File: src/rtl/pio_link_phy_if.sv
// Pin-side and core-side signal bundle for pio_link_phy.
// cal_req exists only when PIO_LINK_RECAL_EN is defined.
interface pio_link_phy_if #(
    parameter int IO_BITS = 2
);
    logic [IO_BITS-1:0] rx_pins;
    logic [IO_BITS-1:0] tx_pins;
    logic [IO_BITS-1:0] core_tx;
    logic [IO_BITS-1:0] core_rx;
    logic               link_ready;
`ifdef PIO_LINK_RECAL_EN
    logic               cal_req;

    modport slave (
        input  rx_pins, core_tx, cal_req,
        output tx_pins, core_rx, link_ready
    );
    modport master (
        output rx_pins, core_tx, cal_req,
        input  tx_pins, core_rx, link_ready
    );
`else
    modport slave (
        input  rx_pins, core_tx,
        output tx_pins, core_rx, link_ready
    );
    modport master (
        output rx_pins, core_tx,
        input  tx_pins, core_rx, link_ready
    );
`endif
endinterface

File: src/rtl/pio_link_phy.sv
// Pin front end for the PIO RAM emulator link: rx sync chain, tx output pipeline and
// loopback -> quiet -> run calibration FSM. Optional recalibration via PIO_LINK_RECAL_EN.
module pio_link_phy #(
    parameter int IO_BITS         = 2,
    parameter int IN_STAGES       = 2,
    parameter int OUT_STAGES      = 1,
    parameter int LOOPBACK_CYCLES = 256,
    parameter int QUIET_CYCLES    = 4
) (
    input  logic               clk,
    input  logic               reset,
    pio_link_phy_if.slave      link
);
    localparam int MAX_CYC = (LOOPBACK_CYCLES > QUIET_CYCLES) ? LOOPBACK_CYCLES : QUIET_CYCLES;
    localparam int CNT_W   = (MAX_CYC > 1) ? $clog2(MAX_CYC) : 1;
    localparam logic [CNT_W-1:0] LB_LAST    = CNT_W'(LOOPBACK_CYCLES - 1);
    localparam logic [CNT_W-1:0] QUIET_LAST = CNT_W'(QUIET_CYCLES - 1);

    typedef enum logic [1:0] {
        ST_LOOPBACK = 2'd0,
        ST_QUIET    = 2'd1,
        ST_RUN      = 2'd2
    } state_t;

    state_t             state_q, state_d;
    logic [CNT_W-1:0]   cnt_q, cnt_d;
    logic               link_ready_q, link_ready_d;
    logic [IO_BITS-1:0] rx_sync_q [IN_STAGES];
    logic [IO_BITS-1:0] rx_sync_d [IN_STAGES];
    logic [IO_BITS-1:0] tx_pipe_q [OUT_STAGES];
    logic [IO_BITS-1:0] tx_pipe_d [OUT_STAGES];
    logic [IO_BITS-1:0] rx_sync;
    logic [IO_BITS-1:0] tx_src;
    logic               cal_hit;

`ifdef PIO_LINK_RECAL_EN
    assign cal_hit = link.cal_req;
`else
    assign cal_hit = 1'b0;
`endif

    assign rx_sync = rx_sync_q[IN_STAGES-1];

    always_comb begin
        rx_sync_d[0] = link.rx_pins;
        for (int i = 1; i < IN_STAGES; i++) begin
            rx_sync_d[i] = rx_sync_q[i-1];
        end
    end

    // Counter only advances in the timed states and is cleared on every transition.
    always_comb begin
        state_d = state_q;
        cnt_d   = cnt_q;
        case (state_q)
            ST_LOOPBACK: begin
                if (cnt_q == LB_LAST) begin
                    state_d = ST_QUIET;
                    cnt_d   = '0;
                end else begin
                    cnt_d = cnt_q + CNT_W'(1);
                end
            end
            ST_QUIET: begin
                if (cnt_q == QUIET_LAST) begin
                    state_d = ST_RUN;
                    cnt_d   = '0;
                end else begin
                    cnt_d = cnt_q + CNT_W'(1);
                end
            end
            ST_RUN: begin
                cnt_d = '0;
                if (cal_hit) begin
                    state_d = ST_LOOPBACK;
                end
            end
            default: begin
                state_d = ST_LOOPBACK;
                cnt_d   = '0;
            end
        endcase
        link_ready_d = (state_d == ST_RUN);
    end

    always_comb begin
        case (state_q)
            ST_LOOPBACK: tx_src = rx_sync;
            ST_RUN:      tx_src = link.core_tx;
            default:     tx_src = '0;
        endcase
        tx_pipe_d[0] = tx_src;
        for (int i = 1; i < OUT_STAGES; i++) begin
            tx_pipe_d[i] = tx_pipe_q[i-1];
        end
    end

    // Pipeline is never flushed on state changes; loopback data drains naturally.
    always_ff @(posedge clk or posedge reset) begin
        if (reset) begin
            state_q      <= ST_LOOPBACK;
            cnt_q        <= '0;
            link_ready_q <= 1'b0;
            for (int i = 0; i < IN_STAGES; i++) begin
                rx_sync_q[i] <= '0;
            end
            for (int i = 0; i < OUT_STAGES; i++) begin
                tx_pipe_q[i] <= '0;
            end
        end else begin
            state_q      <= state_d;
            cnt_q        <= cnt_d;
            link_ready_q <= link_ready_d;
            for (int i = 0; i < IN_STAGES; i++) begin
                rx_sync_q[i] <= rx_sync_d[i];
            end
            for (int i = 0; i < OUT_STAGES; i++) begin
                tx_pipe_q[i] <= tx_pipe_d[i];
            end
        end
    end

    assign link.tx_pins    = tx_pipe_q[OUT_STAGES-1];
    assign link.core_rx    = (state_q == ST_RUN) ? rx_sync : '0;
    assign link.link_ready = link_ready_q;

endmodule
File: src/flat_wrapper.sv
// flat-port wrapper written by rule: the top's interface ports become plain ports
module pio_link_phy_flat 
#(
    parameter int IO_BITS         = 2,
    parameter int IN_STAGES       = 2,
    parameter int OUT_STAGES      = 1,
    parameter int LOOPBACK_CYCLES = 256,
    parameter int QUIET_CYCLES    = 4
)
  (clk, reset, link_rx_pins, link_core_tx, link_tx_pins, link_core_rx, link_link_ready);
  pio_link_phy_if #(.IO_BITS(IO_BITS)) link_i ();
  input  logic clk;
  input  logic reset;
  input wire logic [$bits(link_i.rx_pins)-1:0] link_rx_pins;
  input wire logic [$bits(link_i.core_tx)-1:0] link_core_tx;
  output wire logic [$bits(link_i.tx_pins)-1:0] link_tx_pins;
  output wire logic [$bits(link_i.core_rx)-1:0] link_core_rx;
  output wire logic [$bits(link_i.link_ready)-1:0] link_link_ready;
  assign link_i.rx_pins = link_rx_pins;
  assign link_i.core_tx = link_core_tx;
  assign link_tx_pins = link_i.tx_pins;
  assign link_core_rx = link_i.core_rx;
  assign link_link_ready = link_i.link_ready;
  pio_link_phy #(.IO_BITS(IO_BITS), .IN_STAGES(IN_STAGES), .OUT_STAGES(OUT_STAGES), .LOOPBACK_CYCLES(LOOPBACK_CYCLES), .QUIET_CYCLES(QUIET_CYCLES)) u_core (.clk(clk), .reset(reset), .link(link_i));
endmodule
File: config.mk
export PLATFORM = sky130hd
export DESIGN_NAME = pio_link_phy_flat
export DESIGN_NICKNAME = d
export VERILOG_FILES = /design/src/rtl/pio_link_phy_if.sv /design/src/rtl/pio_link_phy.sv /design/src/flat_wrapper.sv
export SDC_FILE = /design/constraint.sdc
export NUM_CORES = 1
export LEC_CHECK = 0
export BUFFER_PORTS_ARGS = -buffer_cell sky130_fd_sc_hd__buf_2
export CAP_MARGIN = 20
export CORE_AREA = 2 2 39 41
export DETAILED_ROUTE_END_ITERATION = 12
export DIE_AREA = 0 0 41 43
export PLACE_DENSITY = 0.76
export SLEW_MARGIN = 20
export SYNTH_ARGS = -nofsm -noshare
export SYNTH_HDL_FRONTEND = slang
export SYNTH_SLANG_ARGS = --single-unit
export TNS_END_PERCENT = 50
File: constraint.sdc
create_clock -name clk -period 2.5 [get_ports clk]
set_input_delay 0.25 -clock clk [delete_from_list [all_inputs] [get_ports clk]]
set_output_delay 0.25 -clock clk [all_outputs]
set_load 0.05 [all_outputs]
Yosys cells after proc, flatten, opt, wreduce, memory -nomap -nowiden
Cells that the tools add are included.

word-level totals
  register bits = 17
  bits in writable memories = 0
  memory bits (read-only) = 0
  latch bits = 0
  input port bits = 6
  memories = 0
  output and inout bits = 5
  logic and storage cells = 21

operators by class
  muxes and demuxes = 8
  $mul = 0
  reduce and logical (&&, ||, !) cells = 1
  eq/ne operators = 5
  bitwise operators = 0
  shift operators = 0
  magnitude comparators = 0
  $add $sub $neg = 1
  div/mod/pow operators = 0

operator list
  cell                   number
  $mux W8                2
  $pmux W8 S2            1
  $add A8 B1 Y8 const B  1
  $eq A8 B2 Y1 const B   1
  $eq A8 B8 Y1 const B   1
  $mux W2                3
  $pmux W2 S3            1
  $eq A2 B2 Y1 const B   2
  $pmux W2 S2            1
  $eq A2 B1 Y1 const B   1
  $logic_not A2 Y1       1

Logic depth before layout (Yosys ltp)
  depth after elaboration = 4
  depth in mapped cells = 5
  gate-level depth less buffers = 4

Worst setup path after synthesis
OpenSTA, ideal clock, no wires.

  path kind = register to output
  start point = register u_core.state_q[0]
  end point = output port link_core_rx[0]
  path slack = 0.587 ns
  required time = 2.250 ns
  buffers on the path = 1
  stages on the path, launching flop included = 3
  data arrival time = 1.663 ns
  path through = dfrtp_1 -> buf_2 -> nor3b_1

between the ends
  cells in the longest elaborated chain, start to end = 2

RTL lines
  item                    RTL line             source
  start, declared         pio_link_phy.sv:25   state_t state_q, state_d;
  start signal, assigned  pio_link_phy.sv:111  state_q <= state_d;
  $eq A2 B2 Y1            pio_link_phy.sv:124  assign link.core_rx = (state_q == ST_RUN) ? rx_sync : '0;
  $mux W2                 pio_link_phy.sv:124
  end, declared           flat_wrapper.sv:17   output wire logic [$bits(link_i.core_rx)-1:0] link_core_rx;

Every way passes these cells.

Worst setup path in the final report
  start point = register u_core.cnt_q[0]
  end point = register u_core.state_q[0]

between the ends
  cells in the longest elaborated chain, start to end = 3
  elaborated cells on any way between the ends = 5
  classes of those cells = eq/ne: 2; mux: 3

RTL lines
  item                                                 RTL line                                source
  start, declared                                      pio_link_phy.sv:26                      logic [CNT_W-1:0] cnt_q, cnt_d;
  start signal, assigned                               pio_link_phy.sv:112                     cnt_q <= cnt_d;
  $eq A8 B2 Y1 / $eq A8 B8 Y1 (equally long branches)  pio_link_phy.sv:65, pio_link_phy.sv:57
  $mux W2 (on tied branches)                           pio_link_phy.sv:65, pio_link_phy.sv:57
  $pmux W2 S3 (*)                                      pio_link_phy.sv:55                      case (state_q)
  net u_core.state_d[0]                                pio_link_phy.sv:25

The timed path passes the listed nets; every way through them passes the cells marked *.

==> results.cfg <==
[finish]
diodes = 0
finalInstanceArea_sq_um = 801
nNetsFinal = 81
register_area_sq_um = 425
fill_cells = 117
multiInputGateArea_sq_um = 268
area.growth.synth_to_final_pct = 11.1
drive_above_1_share = 0.233
commonest_non_fill_non_tap_cells_in_the_layout = 17 x dfrtp_1, 10 x buf_2, 5 x o21ai_0, 4 x nand3_1, 4 x nor2_1
mostFrequentLayoutCell = dfrtp_1

[timing]
timing.slew.headroom = 0.590
grt_setup_unrepaired = no
period_needed_ns = 1.63
hold_viol_final = 0
slew_violations = 0
period_share = 0.651
tightestPinTransition_ns = 0.614
setup_violations = 0
clock-skew-final_ns = 0.00940
timing.fmax_mhz = 614
tns_ns = 0

[clocking]
post_cts_resized = 0
cts.reportedPaths.clkPinSlew_ns = 0.09
cts_inserted_buffers = 3
cts_setup_buffers = 0
cts.root.buffer_cell = clkbuf_4
h_tree_level_count = 1
ctsHoldBuffers = 0
clock-sinks = 17
tritoncts = built
worstSkewPairLatency_ns = 0.28
cts-root-to-sink-buffers = 2

[power]
vdd_drop_max_mv = 0.339
p_int_mw = 0.347
power.share.clock = 0.316
power.leakage_nw = 0.360
total_switching_power_mw = 0.0918
power_frac_comb = 0.043
power.density_cell_area_nw_per_um2 = 547
power_frac_seq = 0.641
power.share.switching = 0.209

[worst_setup_path]
crit_path_max_fanout = 9
critical_path_required_ns = 2.68
start_kind = flip-flop
worstPathArrival_ns = 1.81
worst-setup-path-type = flip-flop to flip-flop
setup.reg_to_reg.worst_slack_ns = 0.87
cp-end-kind = flip-flop

[placement]
routabilityCongestion = 0.737
detailed_place_hpwl_microns = 881
numPortBuffers = 10
post_dp_cell_area_sq_um = 774

[die]
die_outline_height_microns = 43
floorplan.die_area_sq_um = 1760
floorplan.rows = 14
initial_utilization = 0.521
coreArea_sq_um = 1380
die_outline_width_microns = 41
num_io_pins = 11

[grt]
grt_max_degree = 18
grt_usage = 0.182
globalRouteOverflowTotal = 0
antenna_found_initial = 0
number_of_global_route_vias_before_repair = 514
grt_pass1_wl_mm = 2.17

[detailed_routing]
dr_total_vias = 507
drt_first_iter_violations = 3
detail_route.wl_per_cell_microns = 13.4
drt_wirelength_mm = 1.19
drc_errors = 0
detailedRoute.firstPassIterationCount = 4
detail-route-antenna-nets = 0
post_drt_via_cell_ratio = 5.70

[synthesis]
yosys_register_bits = 17
synth-seq-area-share = 0.590
ys.warnings.count = 0
syn-mean-instance-area_sq_um = 11.8
post_synthesis_cell_area_sq_um = 721
yosys.cell_types.count = 24
syn_inst = 61
postSynthNetCount = 68

[outcome]
status = finished, final reports clean

[job]
max_cap_viol_count = 0

[min_path]
worstHoldPathType = input port to async pin
-- area by class of cell --
| type | instances | share of cell area |
|---|---|---|
| inverter | 3 | 0.0141 |
| tap | 16 | 0.0250 |
| multi-input combinational | 39 | 0.334 |
| sequential | 17 | 0.531 |
| clock buffer | 4 | 0.0328 |
| timing repair buffer | 10 | 0.0625 |
-- logic make-up (layout without fill, tap and decap cells) --
group                      count (synthesis)  in the layout  share of synthesized area
buffers and inverters                      5             17                     0.0382
DFF                                       17             17                      0.590
and+or+nand+nor                           23             23                      0.196
adders and majority gates                  1              1                     0.0174
xor gates and xnor gates                   3              3                     0.0365
AOI/OAI and AO/OA                         10             10                     0.0937
muxes                                      2              2                     0.0278
-- worst paths after layout --
path / startpoint / to / cells past startpoint
hold / removal: reset / u_core.link.link_ready / 2
setup reg to reg: u_core.cnt_q[0] / u_core.state_q[0] / 4
max in group asynchronous: reset / u_core.cnt_q[1] / 2
hold reg to reg: u_core.rx_sync_d[0] / u_core.rx_sync[0] / 0
min in group clk: link_rx_pins[0] / u_core.rx_sync_d[0] / 1
setup / recovery: u_core.cnt_q[0] / u_core.state_q[0] / 4
-- power groups by stage --
stage                     combinational [mW]  sequential, mW  clock, mW
final                                 0.0187           0.281      0.139
after CTS                             0.0194           0.281      0.144
after detailed placement              0.0194           0.287          0
after floorplan                      0.00600           0.292          0
after global routing                  0.0211           0.282      0.157
after global placement                0.0185           0.286          0
-- layer usage --
metal	vias to the layer above	routed length, microns	GRT usage
met5	-	0	0
met4	0	14	0.0600
met3	2	46	0.0471
met2	13	659	0.297
met1	249	468	0.224
li1	243	-	-
-- sequential cells by signal (all words and copies together), names as in the netlist --
| signal | flops |
|---|---|
| u_core.rx_sync | 2 |
| u_core.state_q | 2 |
| u_core.cnt_q | 8 |
| u_core.link.tx_pins | 2 |
| u_core.link.link_ready | 1 |
| u_core.rx_sync_d | 2 |
-- synth_stat cells --
cell type / count / area share
nor3_2: 1 / 0.014
or3_1: 3 / 0.026
nand4_1: 2 / 0.017
buf_2: 1 / 0.0069
inv_1: 3 / 0.016
o21ai_0: 5 / 0.035
nor2_1: 4 / 0.021
xnor2_1: 2 / 0.024
o21ba_2: 1 / 0.014
a211oi_1: 1 / 0.010
mux2i_1: 2 / 0.028
a21oi_1: 1 / 0.0069
xor2_1: 1 / 0.012
nand2_1: 1 / 0.0052
nor4b_1: 1 / 0.012
a21o_1: 1 / 0.010
buf_6: 1 / 0.016
nor3b_1: 3 / 0.031
ha_1: 1 / 0.017
dfrtp_1: 17 / 0.59
nor3_1: 3 / 0.021
nand3_1: 4 / 0.028
a211oi_2: 1 / 0.017
nor4b_2: 1 / 0.021
-- worst max-delay path, stage by stage, from the launching register on --
cell and delay, ns:
dfrtp_1 0.41, ha_1 0.22, nor4b_1 0.34, a21o_1 0.36, o21ba_2 0.20
-- stage by stage --
| stage | utilization | cells | total power [mW] | setup slack, ns | hold WS [ns] |
|---|---|---|---|---|---|
| floorplan | - | 61 | 0.298 | 0.587 | 0.176 |
| CTS | 0.579 | 89 | 0.444 | 0.880 | 0.0508 |
| global route | 0.579 | 89 | 0.461 | 0.759 | 0.0643 |
| global placement | 0.560 | 85 | 0.305 | 0.964 | 0.331 |
| finish | 0.579 | 89 | 0.438 | 0.872 | 0.0319 |
| detailed placement | 0.560 | 85 | 0.306 | 0.912 | 0.336 |
(Power assumes the default switching activity.)
